`config.mk`:
```
export PLATFORM = sky130hd
export DESIGN_NAME = regfile_sequencer
export DESIGN_NICKNAME = d
export VERILOG_FILES = /design/src/rtl/regfile_sequencer.sv
export SDC_FILE = /design/constraint.sdc
export NUM_CORES = 1
export LEC_CHECK = 0
export ABC_CLOCK_PERIOD_IN_PS = 2250
export BUFFER_PORTS_ARGS = -buffer_cell sky130_fd_sc_hd__buf_2
export CAP_MARGIN = 20
export CORE_MARGIN = 2
export CORE_UTILIZATION = 40
export DETAILED_ROUTE_END_ITERATION = 8
export PLACE_DENSITY_LB_ADDON = 0.08
export SLEW_MARGIN = 20
export SYNTH_ARGS = -nofsm -noshare
export SYNTH_HDL_FRONTEND = slang
export SYNTH_SLANG_ARGS = --single-unit
export TNS_END_PERCENT = 100
```
`constraint.sdc`:
```
create_clock -name clk -period 2.25 [get_ports clk]
set_clock_uncertainty 0.2 [all_clocks]
set_input_delay 0.3375 -clock clk [delete_from_list [all_inputs] [get_ports clk]]
set_output_delay 0.3375 -clock clk [all_outputs]
set_load 0.01 [all_outputs]
```
`src/rtl/regfile_sequencer.sv`:
```
// Register-file control sequencer: read enables, ex_start, write strobe.
// Optional build macro REGSEQ_ZERO_SKIP_EN: writes to r0 skip the WB states.
module regfile_sequencer #(
    parameter int EXEC_TIMEOUT = 15,
    parameter int CNT_W        = 16
) (
    input  logic             clk,
    input  logic             rst,
    input  logic             req_valid,
    output logic             req_ready,
    input  logic [4:0]       req_rs1,
    input  logic [4:0]       req_rs2,
    input  logic [4:0]       req_rd,
    input  logic             req_use_a,
    input  logic             req_use_b,
    input  logic             req_wb,
    output logic [4:0]       regAddrA,
    output logic [4:0]       regAddrB,
    output logic [4:0]       regAddrD,
    output logic             regReA,
    output logic             regReB,
    output logic             regWeD,
    output logic             ex_start,
    input  logic             ex_done,
    output logic             busy,
    output logic             timeout_err,
    input  logic             err_clr,
    output logic [CNT_W-1:0] op_count
);

    typedef enum logic [2:0] {
        S_IDLE,
        S_READ,
        S_EXEC,
        S_WB_SETUP,
        S_WB_STROBE
    } state_t;

    localparam logic [7:0] TMO_LAST = 8'(EXEC_TIMEOUT - 1);

    state_t     r_state;
    logic       r_wb;
    logic [7:0] r_tcnt;
    logic       w_wb_eff;

`ifdef REGSEQ_ZERO_SKIP_EN
    assign w_wb_eff = req_wb & (req_rd != 5'd0);
`else
    assign w_wb_eff = req_wb;
`endif

    always_ff @(posedge clk or posedge rst) begin
        if (rst) begin
            r_state     <= S_IDLE;
            r_wb        <= 1'b0;
            r_tcnt      <= 8'd0;
            req_ready   <= 1'b1;
            regAddrA    <= 5'd0;
            regAddrB    <= 5'd0;
            regAddrD    <= 5'd0;
            regReA      <= 1'b0;
            regReB      <= 1'b0;
            regWeD      <= 1'b0;
            ex_start    <= 1'b0;
            busy        <= 1'b0;
            timeout_err <= 1'b0;
            op_count    <= '0;
        end else begin
            ex_start <= 1'b0;
            regWeD   <= 1'b0;
            if (err_clr) timeout_err <= 1'b0;
            case (r_state)
                S_IDLE: begin
                    if (req_valid) begin
                        regAddrA  <= req_rs1;
                        regAddrB  <= req_rs2;
                        regAddrD  <= req_rd;
                        r_wb      <= w_wb_eff;
                        regReA    <= req_use_a;
                        regReB    <= req_use_b;
                        ex_start  <= 1'b1;
                        req_ready <= 1'b0;
                        busy      <= 1'b1;
                        r_state   <= S_READ;
                    end
                end
                S_READ: begin
                    r_tcnt  <= 8'd0;
                    r_state <= S_EXEC;
                end
                S_EXEC: begin
                    if (ex_done) begin
                        regReA <= 1'b0;
                        regReB <= 1'b0;
                        if (r_wb) begin
                            r_state <= S_WB_SETUP;
                        end else begin
                            req_ready <= 1'b1;
                            busy      <= 1'b0;
                            op_count  <= op_count + 1'b1;
                            r_state   <= S_IDLE;
                        end
                    end else if (r_tcnt == TMO_LAST) begin
                        // set beats a same-cycle err_clr
                        timeout_err <= 1'b1;
                        regReA      <= 1'b0;
                        regReB      <= 1'b0;
                        req_ready   <= 1'b1;
                        busy        <= 1'b0;
                        r_state     <= S_IDLE;
                    end else begin
                        r_tcnt <= r_tcnt + 8'd1;
                    end
                end
                S_WB_SETUP: begin
                    regWeD  <= 1'b1;
                    r_state <= S_WB_STROBE;
                end
                S_WB_STROBE: begin
                    req_ready <= 1'b1;
                    busy      <= 1'b0;
                    op_count  <= op_count + 1'b1;
                    r_state   <= S_IDLE;
                end
                default: r_state <= S_IDLE;
            endcase
        end
    end

endmodule
```
==> results.txt <==
Share of post-route cells with drive strength above 1: 40.15%. Critical path startpoint category: a register. Total power per unit cell area: 1167 nW/µm².

The distinct cell type count after synthesis was 44; the upper clock frequency limit was 485.0 MHz. Setup repair after global routing left no endpoint under its margin. Number of warnings issued by yosys: 0. The first detailed-routing pass took 4 iterations. After synthesis, the largest area contributor takes up 53.20% of total cell area. The synthesized area per cell is 12.26 µm².

The number of nets in the layout came out at 284. By area the synthesized netlist is led by sky130_fd_sc_hd__dfrtp_1, sky130_fd_sc_hd__mux2_2, sky130_fd_sc_hd__xnor2_1. The cell class contributing the biggest share of worst-path delay was compound AO/OA/AOI/OAI gates. The final critical-path share of the clock period was 91.64%; the max-slew violation count was 0. On the critical path, the stage with the largest delay is an instance of sky130_fd_sc_hd__dfrtp_1.

The leftover overflow at the end of global routing was 0; the detailed-route vias per instance was 5.042. The worst hold path belongs to the class primary input to register. Entering global routing, the biggest net connects 32 pins. The total wire length was 4335 µm.

The count of nets left with antenna violations once routing finished came out at 0. The number of antenna diodes in the final layout is 0. After clock tree synthesis, the clock-pin slew on the worst setup and hold paths is 90 ps. Detailed routing inserted a total of 1669 vias.

The die width works out to 79.91 µm. Summing the areas of all xor and xnor instances in the mapped netlist gives 5.700% of the synthesized area. The post-synthesis instance area is 2305 µm². The actual slew at the worst max-slew pin is 451.9 ps.

Data on the critical path is required at its endpoint by 2240 ps. The synthesized netlist devotes 9.446% of its cell area to compound gates. Of the total synthesized cell area, the portion taken by AND, OR, NAND and NOR gates is 18.13%.

The run gives 0.8011 as the placer congestion estimate. The setup-violating endpoint count in the final report came out at 0. After the first detailed-routing iteration, the DRC count stood at 46. The post-synthesis net count came out at 214. The peak ir drop on the vdd network was 0.4440 mV; the number of sinks handled by clock tree synthesis was 50.

For this run, the register share of the synthesized area comes to 54.34%. The category of the worst setup path capture point was a register. Max-cap violations in this run came to 0.

Post-detailed-route wirelength per cell: 13.10 µm. The root buffer selected by CTS is sky130_fd_sc_hd__clkbuf_8. The setup check on the worst reg-to-reg path leaves a slack of 190 ps. Starting density of the core: 41.60%. In this run, post-CTS repair resized a total of 0 instances.

For this run, design rule violations remaining after detail routing come to 0. No sink is reached through more buffers than the 2 on the longest clock path. The worst-case headroom to the max-slew limit came out at 69.81%. The initial antenna violation count came out at 0. Walking the worst path, the cells encountered are inv_1, ha_1, or3b_4, o21ai_2, nor3_1, a221o_1. The critical path is of the register to register type. TritonCTS built the clock tree.

In the synthesized netlist, mux cells make up 8.306% of the area. CTS built an H-tree with a depth of 2. After Yosys synthesis, full adders, half adders and majority gates account for 1.629% of the synthesized area.

In this design, the stage delay of the slowest critical-path cell is 420 ps. The maximum fanout encountered on the critical timing path is 10. Once detailed placement completed, the half-perimeter wirelength came to 3247 µm. Timing analysis after detailed placement gives a worst setup slack of 204.6 ps.

Subtracting the final worst setup slack from the clock period gives 2062 ps. The synthesized design contains 50 register bits. The logs give 1577 for the number of global-route vias before repair and 61 for the count of pins on the block boundary. Data arrives at the worst endpoint at 2050 ps. The number of instances in the synthesized netlist is 188. Compared with the post-synthesis result, the final layout area differs by 24.76%. For the CTS buffer count, the log shows 5. The logs give 6385 µm² for the die area and 14.85% for the total routing resource utilization after global routing.

The tools report the area inside the core boundary as 5540 µm². The die height works out to 79.91 µm. At the later pin of the worst-skew pair, clock insertion delay measures 290 ps.

For this design the static power due to leakage is 1.339 nW. The setup TNS was 0 ps; the final setup slack of the worst path was 188.0 ps. The tools report the first-pass GRT wire length as 7458 µm.

Row generation in the floorplan step produced 27 rows. Number of endpoints with negative hold slack in the final report: 0. The largest total area in the synthesized netlist belongs to sky130_fd_sc_hd__dfrtp_1.

Largest family of logic cells by synthesized area: simple AND/OR/NAND/NOR gates. The fill cell instance count of the final layout was 492. The flow ran to the end, and the final reports show no timing, DRC or antenna violations. The port buffer count was 60; the count of buffering cells on the critical path with inverters included was 1.
==> worst paths after layout <==
kind | to | start | depth (start not counted)
worst min-delay path | timeout_err | err_clr | 2
max in group asynchronous | req_ready | rst | 4
worst min register to register | op_count[15] | op_count[15] | 1
min in group asynchronous | op_count[9] | rst | 3
worst max register to register | r_tcnt[5] | r_tcnt[0] | 6
worst max-delay path | r_tcnt[5] | r_tcnt[0] | 6
==> cell type report <==
type | instances | area (µm²) | area share [%]
Clock inverter | 2 | 60.06 | 2.089
Clock buffer | 6 | 82.58 | 2.872
Inverter | 7 | 26.28 | 0.9138
Sequential cell | 50 | 1252 | 43.56
Timing Repair Buffer | 67 | 367.9 | 12.79
Multi-Input combinational cell | 127 | 996.0 | 34.64
Tap cell | 72 | 90.09 | 3.133
==> cells by family after synthesis <==
kind of cell    Yosys count
fa+ha+maj                 3
flops                    50
buf+inv                  11
xor+xnor                 15
compound gates           27
mux                      17
simple gates             65
==> state kept, by name (all words and copies together), names as in the netlist <==
name,count
op_count,16
regReA,1
req_ready,1
busy,1
regAddrA,5
r_wb,1
regReB,1
regAddrD,5
regAddrB,5
timeout_err,1
ex_start,1
r_tcnt,8
r_state,3
regWeD,1
==> layout by cell type, fill, tap and decap left out, types with 3 or more instances in the layout <==
cell type                   n
sky130_fd_sc_hd__a21oi_1    3
sky130_fd_sc_hd__dfrtp_1   49
sky130_fd_sc_hd__clkbuf_8   6
sky130_fd_sc_hd__o21ai_0    5
sky130_fd_sc_hd__inv_1      6
sky130_fd_sc_hd__a211o_1    3
sky130_fd_sc_hd__mux2_2    17
sky130_fd_sc_hd__nand4_1    8
sky130_fd_sc_hd__a31oi_1    4
sky130_fd_sc_hd__and3_1     4
sky130_fd_sc_hd__nor2_1    10
sky130_fd_sc_hd__ha_1       3
sky130_fd_sc_hd__xor2_1     5
sky130_fd_sc_hd__buf_4      5
sky130_fd_sc_hd__buf_2     60
sky130_fd_sc_hd__xnor2_1   10
sky130_fd_sc_hd__nand3_1    6
sky130_fd_sc_hd__nor3_1     6
sky130_fd_sc_hd__nand2b_1   3
sky130_fd_sc_hd__nand2_1   11
==> power by group <==
group | internal, W | switching [W]
sequential | 0.00119 | 0.000227
clock | 0.000474 | 0.000289
combinational | 0.000587 | 0.000588
total | 0.00225 | 0.00110
==> Yosys cell counts <==
cell,count
sky130_fd_sc_hd__nand4bb_4,1
sky130_fd_sc_hd__o2bb2ai_1,2
sky130_fd_sc_hd__and4_1,2
sky130_fd_sc_hd__buf_4,2
sky130_fd_sc_hd__nand2_1,11
sky130_fd_sc_hd__o21a_4,1
sky130_fd_sc_hd__nor2_1,10
sky130_fd_sc_hd__mux2_2,17
sky130_fd_sc_hd__and3b_1,2
sky130_fd_sc_hd__nor3_4,1
sky130_fd_sc_hd__a221o_1,2
sky130_fd_sc_hd__clkbuf_1,1
sky130_fd_sc_hd__nand4_1,8
sky130_fd_sc_hd__or3b_4,1
sky130_fd_sc_hd__a211o_1,3
sky130_fd_sc_hd__a21oi_2,1
sky130_fd_sc_hd__o21ai_0,5
sky130_fd_sc_hd__nand3_1,6
sky130_fd_sc_hd__dfrtp_1,49
sky130_fd_sc_hd__dfstp_2,1
sky130_fd_sc_hd__a211oi_1,1
sky130_fd_sc_hd__and2_1,1
sky130_fd_sc_hd__nand3b_1,1
sky130_fd_sc_hd__xor2_1,5
sky130_fd_sc_hd__xnor2_1,10
sky130_fd_sc_hd__a21o_1,1
sky130_fd_sc_hd__and3_1,4
sky130_fd_sc_hd__inv_1,7
sky130_fd_sc_hd__a31oi_1,4
sky130_fd_sc_hd__or2_2,2
sky130_fd_sc_hd__buf_6,1
sky130_fd_sc_hd__a2111oi_4,1
sky130_fd_sc_hd__o22ai_1,1
sky130_fd_sc_hd__nand2b_1,3
sky130_fd_sc_hd__nor4b_4,1
sky130_fd_sc_hd__nor3b_1,1
sky130_fd_sc_hd__ha_1,3
sky130_fd_sc_hd__nor3_1,6
sky130_fd_sc_hd__nand2b_4,1
sky130_fd_sc_hd__nand4bb_1,1
sky130_fd_sc_hd__o21ai_2,1
sky130_fd_sc_hd__a21oi_1,3
sky130_fd_sc_hd__a21boi_0,1
sky130_fd_sc_hd__nor2b_1,2
==> routing by layer <==
metal  global-route usage, %  wire [µm]
met2                   23.08       1965
met3                   3.733        210
met5                       0          0
met4                   3.051         34
met1                   21.03       2125
==> worst register-to-register path: cells and delay by family, from the launching register on <==
kind | cells | cell delay, ps
compound gates | 2 | 650
fa+ha+maj | 1 | 130
buf+inv | 1 | 70
flops | 1 | 420
simple gates | 2 | 480
==> through the flow <==
step	area (µm²)	instances	hold slack, ps	util (%)	power [W]
after floorplan	2305	188	236.3	-	0.002207
after global placement	2723	322	173.1	49.14	0.002618
after detailed placement	2723	322	171.3	49.14	0.002634
after CTS	2875	331	16.32	51.90	0.003409
after global routing	2875	331	21.01	51.90	0.003616
final	2875	331	22.54	51.90	0.003355
==> what timing repair did <==
item | CTS | global route
hold endpoints to repair | 19 | 0
buffers inserted | 0 | 0
hold buffers | 1 | 0
Note: power is estimated with default switching activity, not from simulation.
